$ cat src/rtl/tvbg_run_sequencer.sv
// Run sequencer for the TV-B-Gone core: button debounce, start/busy/fail supervision, multi-pass
// sweeps with a quiet gap. Optional press-to-abort is compiled in with TVBG_SEQ_ABORT_EN.
module tvbg_run_sequencer #(
  parameter int unsigned DEBOUNCE_CYCLES = 65536,
  parameter int unsigned GAP_CYCLES      = 1000000,
  parameter int unsigned PASSES          = 2,
  parameter int unsigned BUSY_TIMEOUT    = 64
) (
  input  logic       clock_in,
  input  logic       reset_in,
  input  logic       button_in,
  input  logic       busy_in,
  input  logic       fail_in,
  output logic       start_out,
  output logic       core_reset_out,
  output logic       busy_out,
  output logic       done_out,
  output logic       error_out,
  output logic [7:0] pass_count_out
);

`ifdef TVBG_SEQ_ABORT_EN
  localparam bit AbortEn = 1'b1;
`else
  localparam bit AbortEn = 1'b0;
`endif

  localparam int unsigned DbW  = ($clog2(DEBOUNCE_CYCLES) > 0) ? $clog2(DEBOUNCE_CYCLES) : 1;
  localparam int unsigned GapW = ($clog2(GAP_CYCLES) > 0) ? $clog2(GAP_CYCLES) : 1;
  localparam int unsigned ToW  = ($clog2(BUSY_TIMEOUT) > 0) ? $clog2(BUSY_TIMEOUT) : 1;

  localparam logic [DbW-1:0]  DbLast     = DbW'(DEBOUNCE_CYCLES - 1);
  localparam logic [GapW-1:0] GapLast    = GapW'(GAP_CYCLES - 1);
  localparam logic [ToW-1:0]  ToLast     = ToW'(BUSY_TIMEOUT - 1);
  localparam logic [7:0]      PassTarget = 8'(PASSES);

  typedef enum logic [2:0] {
    StIdle,
    StStart,
    StWaitBusy,
    StRun,
    StGap,
    StDone,
    StError
  } state_e;

  // ---------------------------------------------------------------------------------------------
  // Button synchronizer and debounce
  // ---------------------------------------------------------------------------------------------
  logic           sync1_q, sync2_q, sync_prev_q;
  logic [DbW-1:0] db_cnt_q, db_cnt_d;
  logic           deb_q, deb_d;
  logic           press;

  always_comb begin
    db_cnt_d = db_cnt_q;
    deb_d    = deb_q;
    if (sync2_q != sync_prev_q) begin
      db_cnt_d = '0;
    end else if (db_cnt_q == DbLast) begin
      deb_d = sync2_q;
    end else begin
      db_cnt_d = db_cnt_q + DbW'(1);
    end
  end

  assign press = deb_d & ~deb_q;

  always_ff @(posedge clock_in or negedge reset_in) begin
    if (!reset_in) begin
      sync1_q     <= 1'b0;
      sync2_q     <= 1'b0;
      sync_prev_q <= 1'b0;
      db_cnt_q    <= '0;
      deb_q       <= 1'b0;
    end else begin
      sync1_q     <= button_in;
      sync2_q     <= sync1_q;
      sync_prev_q <= sync2_q;
      db_cnt_q    <= db_cnt_d;
      deb_q       <= deb_d;
    end
  end

  // ---------------------------------------------------------------------------------------------
  // Sequencer FSM
  // ---------------------------------------------------------------------------------------------
  state_e          state_q, state_d;
  logic [7:0]      pass_q, pass_d;
  logic [ToW-1:0]  to_cnt_q, to_cnt_d;
  logic [GapW-1:0] gap_cnt_q, gap_cnt_d;
  logic            gap_hit_q, gap_hit_d;
  logic            abort;
  logic            start_q, start_d;
  logic            core_reset_q, core_reset_d;
  logic            busy_q, busy_d;
  logic            done_q, done_d;
  logic            error_q, error_d;

  always_comb begin
    state_d   = state_q;
    pass_d    = pass_q;
    to_cnt_d  = to_cnt_q;
    gap_cnt_d = gap_cnt_q;
    gap_hit_d = 1'b0;
    abort     = 1'b0;

    unique case (state_q)
      StIdle: begin
        if (press) begin
          state_d = StStart;
          pass_d  = '0;
        end
      end
      StStart: begin
        to_cnt_d = '0;
        state_d  = StWaitBusy;
      end
      StWaitBusy: begin
        to_cnt_d = to_cnt_q + ToW'(1);
        if (fail_in) begin
          state_d = StError;
        end else if (busy_in) begin
          state_d = StRun;
        end else if (to_cnt_d == ToLast) begin
          state_d = StError;
        end
      end
      StRun: begin
        if (fail_in) begin
          state_d = StError;
        end else if (!busy_in) begin
          pass_d = pass_q + 8'd1;
          if (pass_d == PassTarget) begin
            state_d = StDone;
          end else begin
            state_d   = StGap;
            gap_cnt_d = '0;
          end
        end
      end
      StGap: begin
        // The terminal count is registered, so the gap spans one cycle past GAP_CYCLES.
        if (gap_cnt_q != GapLast) begin
          gap_cnt_d = gap_cnt_q + GapW'(1);
        end
        gap_hit_d = (gap_cnt_q == GapLast) && !gap_hit_q;
        if (fail_in) begin
          state_d = StError;
        end else if (gap_hit_q) begin
          state_d = StStart;
        end
      end
      StDone: begin
        state_d = StIdle;
      end
      StError: begin
        if (press) begin
          state_d = StIdle;
        end
      end
      default: begin
        state_d = StIdle;
      end
    endcase

    if (AbortEn && press && (state_q inside {StStart, StWaitBusy, StRun, StGap})) begin
      if (fail_in) begin
        state_d = StError;
      end else begin
        state_d = StIdle;
        pass_d  = pass_q;
        abort   = 1'b1;
      end
    end
  end

  always_comb begin
    start_d      = (state_d == StStart);
    busy_d       = (state_d inside {StStart, StWaitBusy, StRun, StGap});
    done_d       = (state_d == StDone);
    error_d      = (state_d == StError);
    core_reset_d = ((state_d == StError) && (state_q != StError)) || abort;
  end

  always_ff @(posedge clock_in or negedge reset_in) begin
    if (!reset_in) begin
      state_q      <= StIdle;
      pass_q       <= '0;
      to_cnt_q     <= '0;
      gap_cnt_q    <= '0;
      gap_hit_q    <= 1'b0;
      start_q      <= 1'b0;
      core_reset_q <= 1'b0;
      busy_q       <= 1'b0;
      done_q       <= 1'b0;
      error_q      <= 1'b0;
    end else begin
      state_q      <= state_d;
      pass_q       <= pass_d;
      to_cnt_q     <= to_cnt_d;
      gap_cnt_q    <= gap_cnt_d;
      gap_hit_q    <= gap_hit_d;
      start_q      <= start_d;
      core_reset_q <= core_reset_d;
      busy_q       <= busy_d;
      done_q       <= done_d;
      error_q      <= error_d;
    end
  end

  assign start_out      = start_q;
  assign core_reset_out = core_reset_q;
  assign busy_out       = busy_q;
  assign done_out       = done_q;
  assign error_out      = error_q;
  assign pass_count_out = pass_q;

endmodule
$ cat config.mk
export PLATFORM = sky130hd
export DESIGN_NAME = tvbg_run_sequencer
export DESIGN_NICKNAME = d
export VERILOG_FILES = /design/src/rtl/tvbg_run_sequencer.sv
export SDC_FILE = /design/constraint.sdc
export NUM_CORES = 1
export LEC_CHECK = 0
export BUFFER_PORTS_ARGS = -buffer_cell sky130_fd_sc_hd__buf_2
export CELL_PAD_IN_SITES_DETAIL_PLACEMENT = 2
export CELL_PAD_IN_SITES_GLOBAL_PLACEMENT = 2
export CORE_MARGIN = 3
export CORE_UTILIZATION = 30
export CTS_CLUSTER_SIZE = 30
export DETAILED_ROUTE_END_ITERATION = 8
export PLACE_DENSITY_LB_ADDON = 0.1
export RECOVER_POWER = 100
export SETUP_SLACK_MARGIN = 0.05
export SYNTH_ARGS = -nofsm -noshare
export SYNTH_HDL_FRONTEND = slang
export SYNTH_SLANG_ARGS = --single-unit
$ cat constraint.sdc
create_clock -name clock_in -period 2.58 [get_ports clock_in]
set_input_delay 0.774 -clock clock_in [delete_from_list [all_inputs] [get_ports clock_in]]
set_output_delay 0.774 -clock clock_in [all_outputs]
set_load 0.1 [all_outputs]
==> metrics.yaml, run 1 <==
setup_path:
  required_ps: 2790
  worstSetupEndpointType: "flip-flop"
  critPathArrivalTime_ps: 2820
  crit_type: "flip-flop to flip-flop"
  path_max_fanout: 8
  startpoint_type: "flip-flop"
cts:
  htree_num_levels: 3
  clk_latency_ps: 330
  clock_path_buffers: 2
  clockRootBuffer: "clkbuf_16"
  cts_hold_buffers: 0
  clkTransAtPathRegs_ps: 60
  cts_buffers: 9
  cts_tree: "built"
  clkSinkCount: 63
logic_synthesis:
  synth_compound_area_share_pct: 17.8
  synth_xor_area_share_pct: 5.51
  ys_warn_count: 0
  synth_seq_cells: 63
  syn_avg_cell_area_um2: 8.88
  muxShareOfSynthArea_pct: 0.286
  synth_cell_type_count: 59
  ys_seq_area_share_pct: 45.1
  syn_inst: 394
  synth_edf_count: 0
  synthAdderAreaFrac_pct: 2.15
  synth_top_family_by_area: "simple AND/OR/NAND/NOR gates"
  ys.flop_type: "dfrtp_1"
  async_flop_share_pct: 100
  yosys.area_share.simple_pct: 25.3
  syn_nets: 405
  synth_area_mm2: 0.00350
routing:
  drc: 0
  wl_per_cell_um: 18.5
  firstDrtPassIters: 4
  vias: 3154
  wirelength_um: 10800
  ant_nets: 0
  vias_per_cell: 5.41
  drtIter0Drc: 146
sta:
  max_freq_ghz: 0.384
  final-setup-viol-count: 11
  tns_ps: -164
  period_minus_slack_ps: 2610
  hold_violations: 0
  drv_slew: 0
  grt_setup_unrepaired: "true"
  maxSlewHeadroom_pct: 21.6
  setup_slack_ps: -25.4
  skew_ps: 4.50
  fin_crit_sh_pct: 101
  worst-slew-pin-transition_ps: 1180
  holdWs_ps: 379
grt:
  grt.total_usage_pct: 17.8
  grt_pass1_vias: 3446
  grt-ovfl-total: 0
  grt_max_degree: 26
  grt_pass1_wl_um: 18300
  antenna_found_initial: 0
min_path:
  min_path_type: "flip-flop to flip-flop"
status:
  status: "finished, violations left"
  violations: "negative setup slack"
layout:
  final_cell_mix: "dfrtp_1 (59), nor2_1 (43), nand2_1 (41)"
  n_antenna_cell: 0
  final_common_cell: "dfrtp_1"
  nNetsFinal: 449
  drive_above_1_share_pct: 18.3
  syn_to_final_growth_pct: 22.3
  final_area_mm2: 0.00428
floorplanning:
  die_h_um: 114
  die_w_um: 114
  dieArea_mm2: 0.0130
  io_pins: 18
  initial_core_util_pct: 31.4
  num_rows: 38
  coreArea_mm2: 0.0111
run:
  maxCapViolations: 0
pwr:
  p_leak_nw: 1.80
  p_per_area_mw_per_mm2: 548
  ir_worst_vdd_v: 0.000290
placed_design:
  hpwl_um: 7630
  pre_cts_ws_ps: 18.7
  place.port_buffers: 17
  gp_congestion: 0.763
  place_area_mm2: 0.00393
[repair_timing]
| item | CTS | global route |
|---|---|---|
| endpoints found under the setup margin | 11 | 19 |
| gates resized for setup | 3 | 13 |
| pin swaps | 0 | 3 |
| setup buffers | 1 | 0 |
[per-stage QoR]
step	cells	power [mW]	utilization, %
2_1_floorplan	394	1.05	-
3_3_place_gp	566	1.09	35.3
3_5_place_dp	566	1.09	35.3
4_1_cts	583	2.39	38.3
5_1_grt	583	2.44	38.4
6_report	583	2.34	38.4
[path summary, 6_finish.rpt]
check	cells after the start	startpoint	to	slack [ps]
min	0	sync1_q	sync2_q	380
max	7	gap_cnt_q[8]	gap_cnt_q[13]	-30
max in group asynchronous	3	reset_in	gap_cnt_q[13]	370
max reg2reg	7	gap_cnt_q[8]	gap_cnt_q[13]	-30
min in group asynchronous	1	reset_in	to_cnt_q[3]	570
min reg2reg	0	sync1_q	sync2_q	380
[synth_stat cells, drive strengths merged (6+ instances only)]
master / number / area share, %
xor2: 13 / 3.3
a31oi: 7 / 1.3
dfrtp: 63 / 45
clkbuf: 11 / 1.2
and3: 8 / 1.4
nor2: 44 / 4.8
nand2: 41 / 4.4
ha: 6 / 2.1
nor3: 17 / 2.4
a21oi: 21 / 3.1
o31ai: 12 / 2.6
xnor2: 9 / 2.3
inv: 13 / 1.4
nand4: 8 / 1.4
o21ai: 35 / 5.2
nand3: 20 / 2.9
[flip-flops by register name (all words and copies together) (netlist names)]
register	flops
gap_cnt_q	20
db_cnt_q	16
pass_count_out	8
to_cnt_q	6
state_q	3
busy_out	1
core_reset_out	1
deb_q	1
done_out	1
error_out	1
gap_hit_q	1
start_out	1
sync1_q	1
sync2_q	1
sync_prev_q	1
[cell type report]
| class | instances | area [um^2] |
|---|---|---|
| multi-input combinational | 302 | 1840 |
| clock inverter | 7 | 82.6 |
| timing repair buffer | 49 | 322 |
| clock buffer | 9 | 225 |
| sequential | 63 | 1590 |
| inverter | 13 | 48.8 |
| tap | 140 | 175 |
| fill | 1281 | 6850 |
[kinds of logic after synthesis]
logic type / Yosys count
buffers and inverters: 29
flip-flops: 63
XOR/XNOR: 22
adder cells (fa/ha/maj): 6
multiplexers: 1
AND/OR/NAND/NOR: 175
AO/OA/AOI/OAI: 98
[per-layer routing]
| layer | wire (um) | up-vias | GRT usage (%) | share of wire (%) |
|---|---|---|---|---|
| met2 | 5340 | 24 | 29.9 | 50 |
| met5 | 0 | - | 0 | 0 |
| met1 | 5110 | 1624 | 23.5 | 47 |
| met3 | 237 | 7 | 3.50 | 2.2 |
| met4 | 82 | 0 | 4.28 | 0.76 |
| li1 | - | 1499 | - | - |
[critical path, stage by stage (launching register included)]
cell and delay (ps):
dfrtp_1 400, or4b_4 520, or4_4 520, or4b_4 500
a21bo_4 210, or2b_4 140, buf_12 130, o31ai_1 70
[power breakdown]
group	internal, mW	total [mW]	switching, mW
combinational	0.0161	0.0604	0.0442
clock	0.760	1.27	0.512
sequential	0.998	1.01	0.0118
Note: power is estimated with default switching activity, not from simulation.
==> run 2, diff against run 1 <==
Settings changed: CORE_UTILIZATION 30 to 35, PLACE_DENSITY from default to 0.79, PLACE_DENSITY_LB_ADDON 0.1 to default.
==> metrics.yaml, run 2 (synthesis gave the netlist of run 1 again) <==
cts:
  cts_tree: "built"
  clockRootBuffer: "clkbuf_8"
  clk_latency_ps: 350  # +20 ps
  clock_path_buffers: 2  # unchanged
  cts_buffers: 9  # unchanged
  clkTransAtPathRegs_ps: 80  # +20 ps
  htree_num_levels: 3  # unchanged
  cts_hold_buffers: 0  # unchanged
  clkSinkCount: 63  # unchanged
floorplanning:
  die_w_um: 106  # -7.0%
  initial_core_util_pct: 37.0  # +5.5 points
  die_h_um: 106  # -7.0%
  coreArea_mm2: 0.00946  # -15%
  dieArea_mm2: 0.0112  # -14%
  io_pins: 18  # unchanged
  num_rows: 35  # -7.9%
routing:
  wirelength_um: 11700  # +9.1%
  drc: 0  # unchanged
  drtIter0Drc: 91  # -38%
  wl_per_cell_um: 20.5  # +11%
  ant_nets: 0  # unchanged
  vias: 3224  # +2.2%
  firstDrtPassIters: 4  # unchanged
  vias_per_cell: 5.64  # +4.2%
status:
  violations: "negative setup slack"
  status: "finished, violations left"
setup_path:
  crit_type: "flip-flop to flip-flop"
  critPathArrivalTime_ps: 2980  # +160 ps
  path_max_fanout: 7  # -1
  required_ps: 2870  # +80 ps
  crit_top_cell: "or4_4"
  worstSetupEndpointType: "flip-flop"
  slowest_stage: "or4_4"
  r2r_cells: 7  # unchanged
  max_stage_delay_ps: 550  # +30 ps
  startpoint_type: "flip-flop"
  crit_path_cell_trace: "or4_4 > or4_4 > or4b_4 > a21bo_4 > buf_8 > buf_12 > o22a_1"
layout:
  drive_above_1_share_pct: 20.1  # +1.8 points
  final_cell_mix: "dfrtp_1 (59), nor2_1 (43), nand2_1 (41)"
  largest_reg_flops: 20  # unchanged
  final_util_pct: 45.0  # +6.6 points
  n_antenna_cell: 0  # unchanged
  final_area_mm2: 0.00426  # -0.38%
  nNetsFinal: 449  # unchanged
  finalNonFillerCells: 572  # -1.9%
  final_common_cell: "dfrtp_1"
  syn_to_final_growth_pct: 21.8
  top_register: "gap_cnt_q"
min_path:
  min_path_type: "input port to async pin"
sta:
  drv_slew: 0  # unchanged
  final-setup-viol-count: 19  # +8
  grt_setup_unrepaired: "true"
  max_freq_ghz: 0.371  # -3.4%
  skew_ps: 12.7  # +8.24 ps
  holdWs_ps: 316  # -63.9 ps
  worst-slew-pin-transition_ps: 1180  # -3.67 ps
  hold_violations: 0  # unchanged
  period_minus_slack_ps: 2700  # +90.5 ps
  setup_slack_ps: -116  # -90.5 ps
  fin_crit_sh_pct: 104  # +3.5 points
  tns_ps: -1390  # -1230 ps
  maxSlewHeadroom_pct: 21.8  # +0.24 points
grt:
  grt.total_usage_pct: 22.1  # +4.3 points
  grt_max_degree: 40  # +54%
  antenna_found_initial: 0  # unchanged
  grt_pass1_wl_um: 19600  # +6.9%
  grt-ovfl-total: 0  # unchanged
  grt_pass1_vias: 3529  # +2.4%
placed_design:
  placedCellCount: 550  # -2.8%
  hpwl_um: 7640  # about the same
  pre_cts_ws_ps: -99.7  # -118 ps
  place_area_mm2: 0.00388  # -1.3%
  gp_congestion: 0.807  # +5.8%
  place.port_buffers: 17  # unchanged
pwr:
  p_leak_nw: 1.78  # -0.78%
  total_power_mw: 2.18  # -7.0%
  p_per_area_mw_per_mm2: 512  # -6.6%
  ir_worst_vdd_v: 0.000253  # -13%
run:
  maxCapViolations: 0  # unchanged
[run 2: final timing paths]
check                              startpoint                 to  slack (ps)
worst min-delay path                 reset_in        to_cnt_q[4]         320
worst max register to register  gap_cnt_q[11]      gap_cnt_q[17]        -120
worst min register to register        sync1_q            sync2_q         370
max in group asynchronous            reset_in  pass_count_out[2]         790
worst max-delay path            gap_cnt_q[11]      gap_cnt_q[17]        -120
min in group clock_in                 sync1_q            sync2_q         370
[run 2: what timing repair did]
item / in CTS / in global routing
endpoints found under the setup margin: 19 / 23
gates resized for setup: 13 / 16
gates cloned: 1 / 1
setup buffers: 2 / 2
pin swaps: 4 / 10
hold endpoints to repair: 0 / 0
[run 2: metal layers]
layer / up-vias / track usage (%) / part of all wire [%]
met3: 16 / 3.10 / 1.9
met4: 0 / 6.75 / 1.5
li1: 1500 / - / -
met5: - / 0 / 0
met1: 1676 / 28.8 / 45
met2: 32 / 38.0 / 51
[run 2: final cells by class]
class	count	area (um^2)
multi-input combinational	303	1870
clock inverter	5	105
inverter	13	48.8
tap	129	161
clock buffer	11	141
fill	1050	5200
timing repair buffer	48	343
sequential	63	1590
[run 2: where the power goes]
part           internal (mW)  leakage (nW)  switching (mW)
logic                 0.0159         0.842          0.0447
clock network          0.669         0.116           0.441
registers              0.997         0.827          0.0116
[run 2: worst max-delay path, delay by kind of cell, from the launching register on]
kind	cells	cell delay (ps)
buffers and inverters	2	250
and+or+nand+nor	3	1570
DFF	1	400
AOI/OAI and AO/OA	2	400
==> run 3, diff against run 2 <==
Settings changed: ABC_AREA from default to 1, CORE_UTILIZATION 35 to 33, PLACE_DENSITY 0.79 to 0.78.
==> metrics.yaml, run 3 <==
cts:
  clock_path_buffers: 2  # unchanged
  cts_setup_buffers: 0  # -2
  cts_tree: "built"
  cts_buffers: 9  # unchanged
  clockRootBuffer: "clkbuf_8"
  cts_hold_buffers: 0  # unchanged
  clk_latency_ps: 360  # about the same
  clkTransAtPathRegs_ps: 70  # about the same
  clkSinkCount: 63  # unchanged
  htree_num_levels: 3  # unchanged
  cts_resized: 0  # -13
sta:
  max_freq_ghz: 0.431  # +16%
  tns_ps: 0  # +1390 ps
  grt_setup_unrepaired: "false"
  drv_slew: 64  # +64
  worst-slew-pin-transition_ps: 1670  # +488 ps
  hold_violations: 0  # unchanged
  final-setup-viol-count: 0  # -19
  period_minus_slack_ps: 2320  # -375 ps
  fin_crit_sh_pct: 89.9  # -15 points
  skew_ps: 12.3  # -0.442 ps
  maxSlewHeadroom_pct: -11.0  # -33 points
  holdWs_ps: 360  # +44.4 ps
layout:
  syn_to_final_growth_pct: 11.1
  multiInputGateArea_mm2: 0.00168  # -11%
  largest_reg_flops: 20  # unchanged
  final_common_cell: "nand2_1"
  n_antenna_cell: 0  # unchanged
  seqCellArea_mm2: 0.00158  # -0.63%
  fill_cells: 1242  # +18%
  drive_above_1_share_pct: 12.1  # -8.0 points
  final_cell_mix: "nand2_1 (118), inv_1 (63), dfrtp_1 (63)"
  top_register: "gap_cnt_q"
  nNetsFinal: 493  # +9.8%
setup_path:
  crit_start: "done_out"
  startpoint_type: "flip-flop"
  r2r_cells: 10  # +3
  required_ps: 1810  # -1060 ps
  worstSetupEndpointType: "primary output"
  crit_type: "flip-flop to primary output"
  crit_path_cell_trace: "clkbuf_1"
  slowest_stage: "clkbuf_1"
  timing.reg2reg.setup_slack_ps: 340  # +460 ps
  crit_path_end: "done_out"
  path_max_fanout: 1  # -6
  cp_top_family: "buffers and inverters"
  r2r-end: "pass_count_out[1]"
  critPathBufInv: 1  # -1
  cp_num_cells: 1  # -6
  max_stage_delay_ps: 860  # +310 ps
  r2r_start: "db_cnt_q[1]"
  critPathArrivalTime_ps: 1550  # -1430 ps
routing:
  wl_per_cell_um: 16.9  # -18%
  vias_per_cell: 5.11  # -9.3%
  vias: 3186  # -1.2%
  drc: 0  # unchanged
  firstDrtPassIters: 4  # unchanged
  ant_nets: 0  # unchanged
  drtIter0Drc: 93  # +2.2%
  wirelength_um: 10500  # -11%
pwr:
  seqPwrFrac_pct: 48.5  # +2.2 points
  switchingPower_uw: 460  # -7.4%
  p_per_area_mw_per_mm2: 515  # +0.62%
  ir_worst_vdd_v: 0.000215  # -15%
  power.internal_mw: 1.60  # -4.8%
  p_leak_nw: 1.85  # +3.8%
  p_comb_share_pct: 2.5  # -0.3 points
  switching_share_pct: 22.3  # -0.49 points
  clkPwrFrac_pct: 49.0  # -2.0 points
floorplanning:
  io_pins: 18  # unchanged
  die_h_um: 110  # +4.3%
  dieArea_mm2: 0.0122  # +8.7%
  num_rows: 37  # +5.7%
  initial_core_util_pct: 34.4  # -2.5 points
  die_w_um: 110  # +4.3%
  coreArea_mm2: 0.0105  # +11%
logic_synthesis:
  yosysTopAreaCellShare_pct: 43.8  # -1.3 points
  ys_warn_count: 0  # unchanged
  syn_nets: 467  # +15%
  ys.flop_type: "dfrtp_1"
  synth_area_mm2: 0.00360  # +3.0%
  muxShareOfSynthArea_pct: 0.278  # -0.0084 points
  synth_area_leaders: "dfrtp_1 (44%), nand2_1 (12%), inv_1 (6.6%)"
  syn_inst: 456  # +16%
  synth_seq_cells: 63  # unchanged
  ys_seq_area_share_pct: 43.7  # -1.3 points
  synth_top_family_by_area: "simple AND/OR/NAND/NOR gates"
  async_flop_share_pct: 100  # unchanged
  synth.most_common_cell: "nand2_1"
  yosys.area_share.simple_pct: 32.7  # +7.4 points
  syn_avg_cell_area_um2: 7.90  # -11%
  synthTopCellsByCount: "nand2_1 (111), dfrtp_1 (63), inv_1 (63)"
  synth_compound_area_share_pct: 8.78  # -9.0 points
  synthAdderAreaFrac_pct: 2.08  # -0.063 points
  synth_cell_type_count: 39  # -34%
  synth_xor_area_share_pct: 3.89  # -1.6 points
  synth_edf_count: 0  # unchanged
  yosysTopAreaCell: "dfrtp_1"
placed_design:
  hpwl_um: 7590  # -0.59%
  place.port_buffers: 17  # unchanged
  gp_congestion: 0.806  # -0.21%
run:
  maxCapViolations: 1  # +1
grt:
  grt_max_degree: 64  # +60%
  grt_pass1_wl_um: 18300  # -6.4%
  antenna_found_initial: 0  # unchanged
  grt-ovfl-total: 0  # unchanged
  grt.total_usage_pct: 18.2  # -3.9 points
  grt_pass1_vias: 3658  # +3.7%
status:
  status: "finished, violations left"
  violations: "max-capacitance violations, max-slew violations"
min_path:
  min_path_type: "flip-flop to flip-flop"
==> run 3: area by class of cell <==
cell class	count	area share [%]
Clock buffer	13	3.97
Clock inverter	3	1.62
Inverter	67	6.28
Multi-Input combinational cell	320	41.8
Sequential cell	63	39.4
Tap cell	136	4.25
Timing Repair Buffer	21	2.69
==> run 3: worst min path at each step <==
stage | from | to | cells past startpoint
after floorplan | sync1_q | sync2_q | 0
after global placement | sync1_q | sync2_q | 0
after detailed placement | sync1_q | sync2_q | 0
after CTS | sync1_q | sync2_q | 0
after global routing | sync1_q | sync2_q | 0
final | sync1_q | sync2_q | 0
==> run 3: stage by stage <==
| stage | cell area (um^2) | total power [mW] | std cells | setup slack [ps] | utilization, % |
|---|---|---|---|---|---|
| floorplan | 3600 | 1.04 | 456 | 209 | - |
| detailed placement | 3850 | 1.07 | 607 | 406 | 36.8 |
| global route | 4010 | 2.14 | 623 | 165 | 38.3 |
| finish | 4010 | 2.06 | 623 | 259 | 38.3 |
| global placement | 3850 | 1.07 | 607 | 515 | 36.8 |
| CTS | 4070 | 2.09 | 623 | 396 | 38.9 |
==> run 3: power by group through the flow <==
stage / sequential (mW) / combinational [mW] / clock [mW]
floorplan: 1.02 / 0.0189 / 0
global placement: 1.02 / 0.0537 / 0
detailed placement: 1.02 / 0.0567 / 0
CTS: 0.999 / 0.0570 / 1.04
global route: 1.00 / 0.0603 / 1.08
finish: 1.00 / 0.0514 / 1.01
==> run 3: logic make-up after synthesis <==
family / Yosys count
xor+xnor: 16
compound gates: 51
fa+ha+maj: 6
buf+inv: 73
simple gates: 246
mux: 1
flops: 63
==> run 3: metal layers <==
| layer | part of all wire [%] | wire length [um] | GRT usage, % |
|---|---|---|---|
| met2 | 50 | 5280 | 30.8 |
| met1 | 45 | 4770 | 23.3 |
| met3 | 2.5 | 261 | 3.51 |
| met4 | 1.9 | 197 | 6.08 |
| met5 | 0 | 0 | 0 |
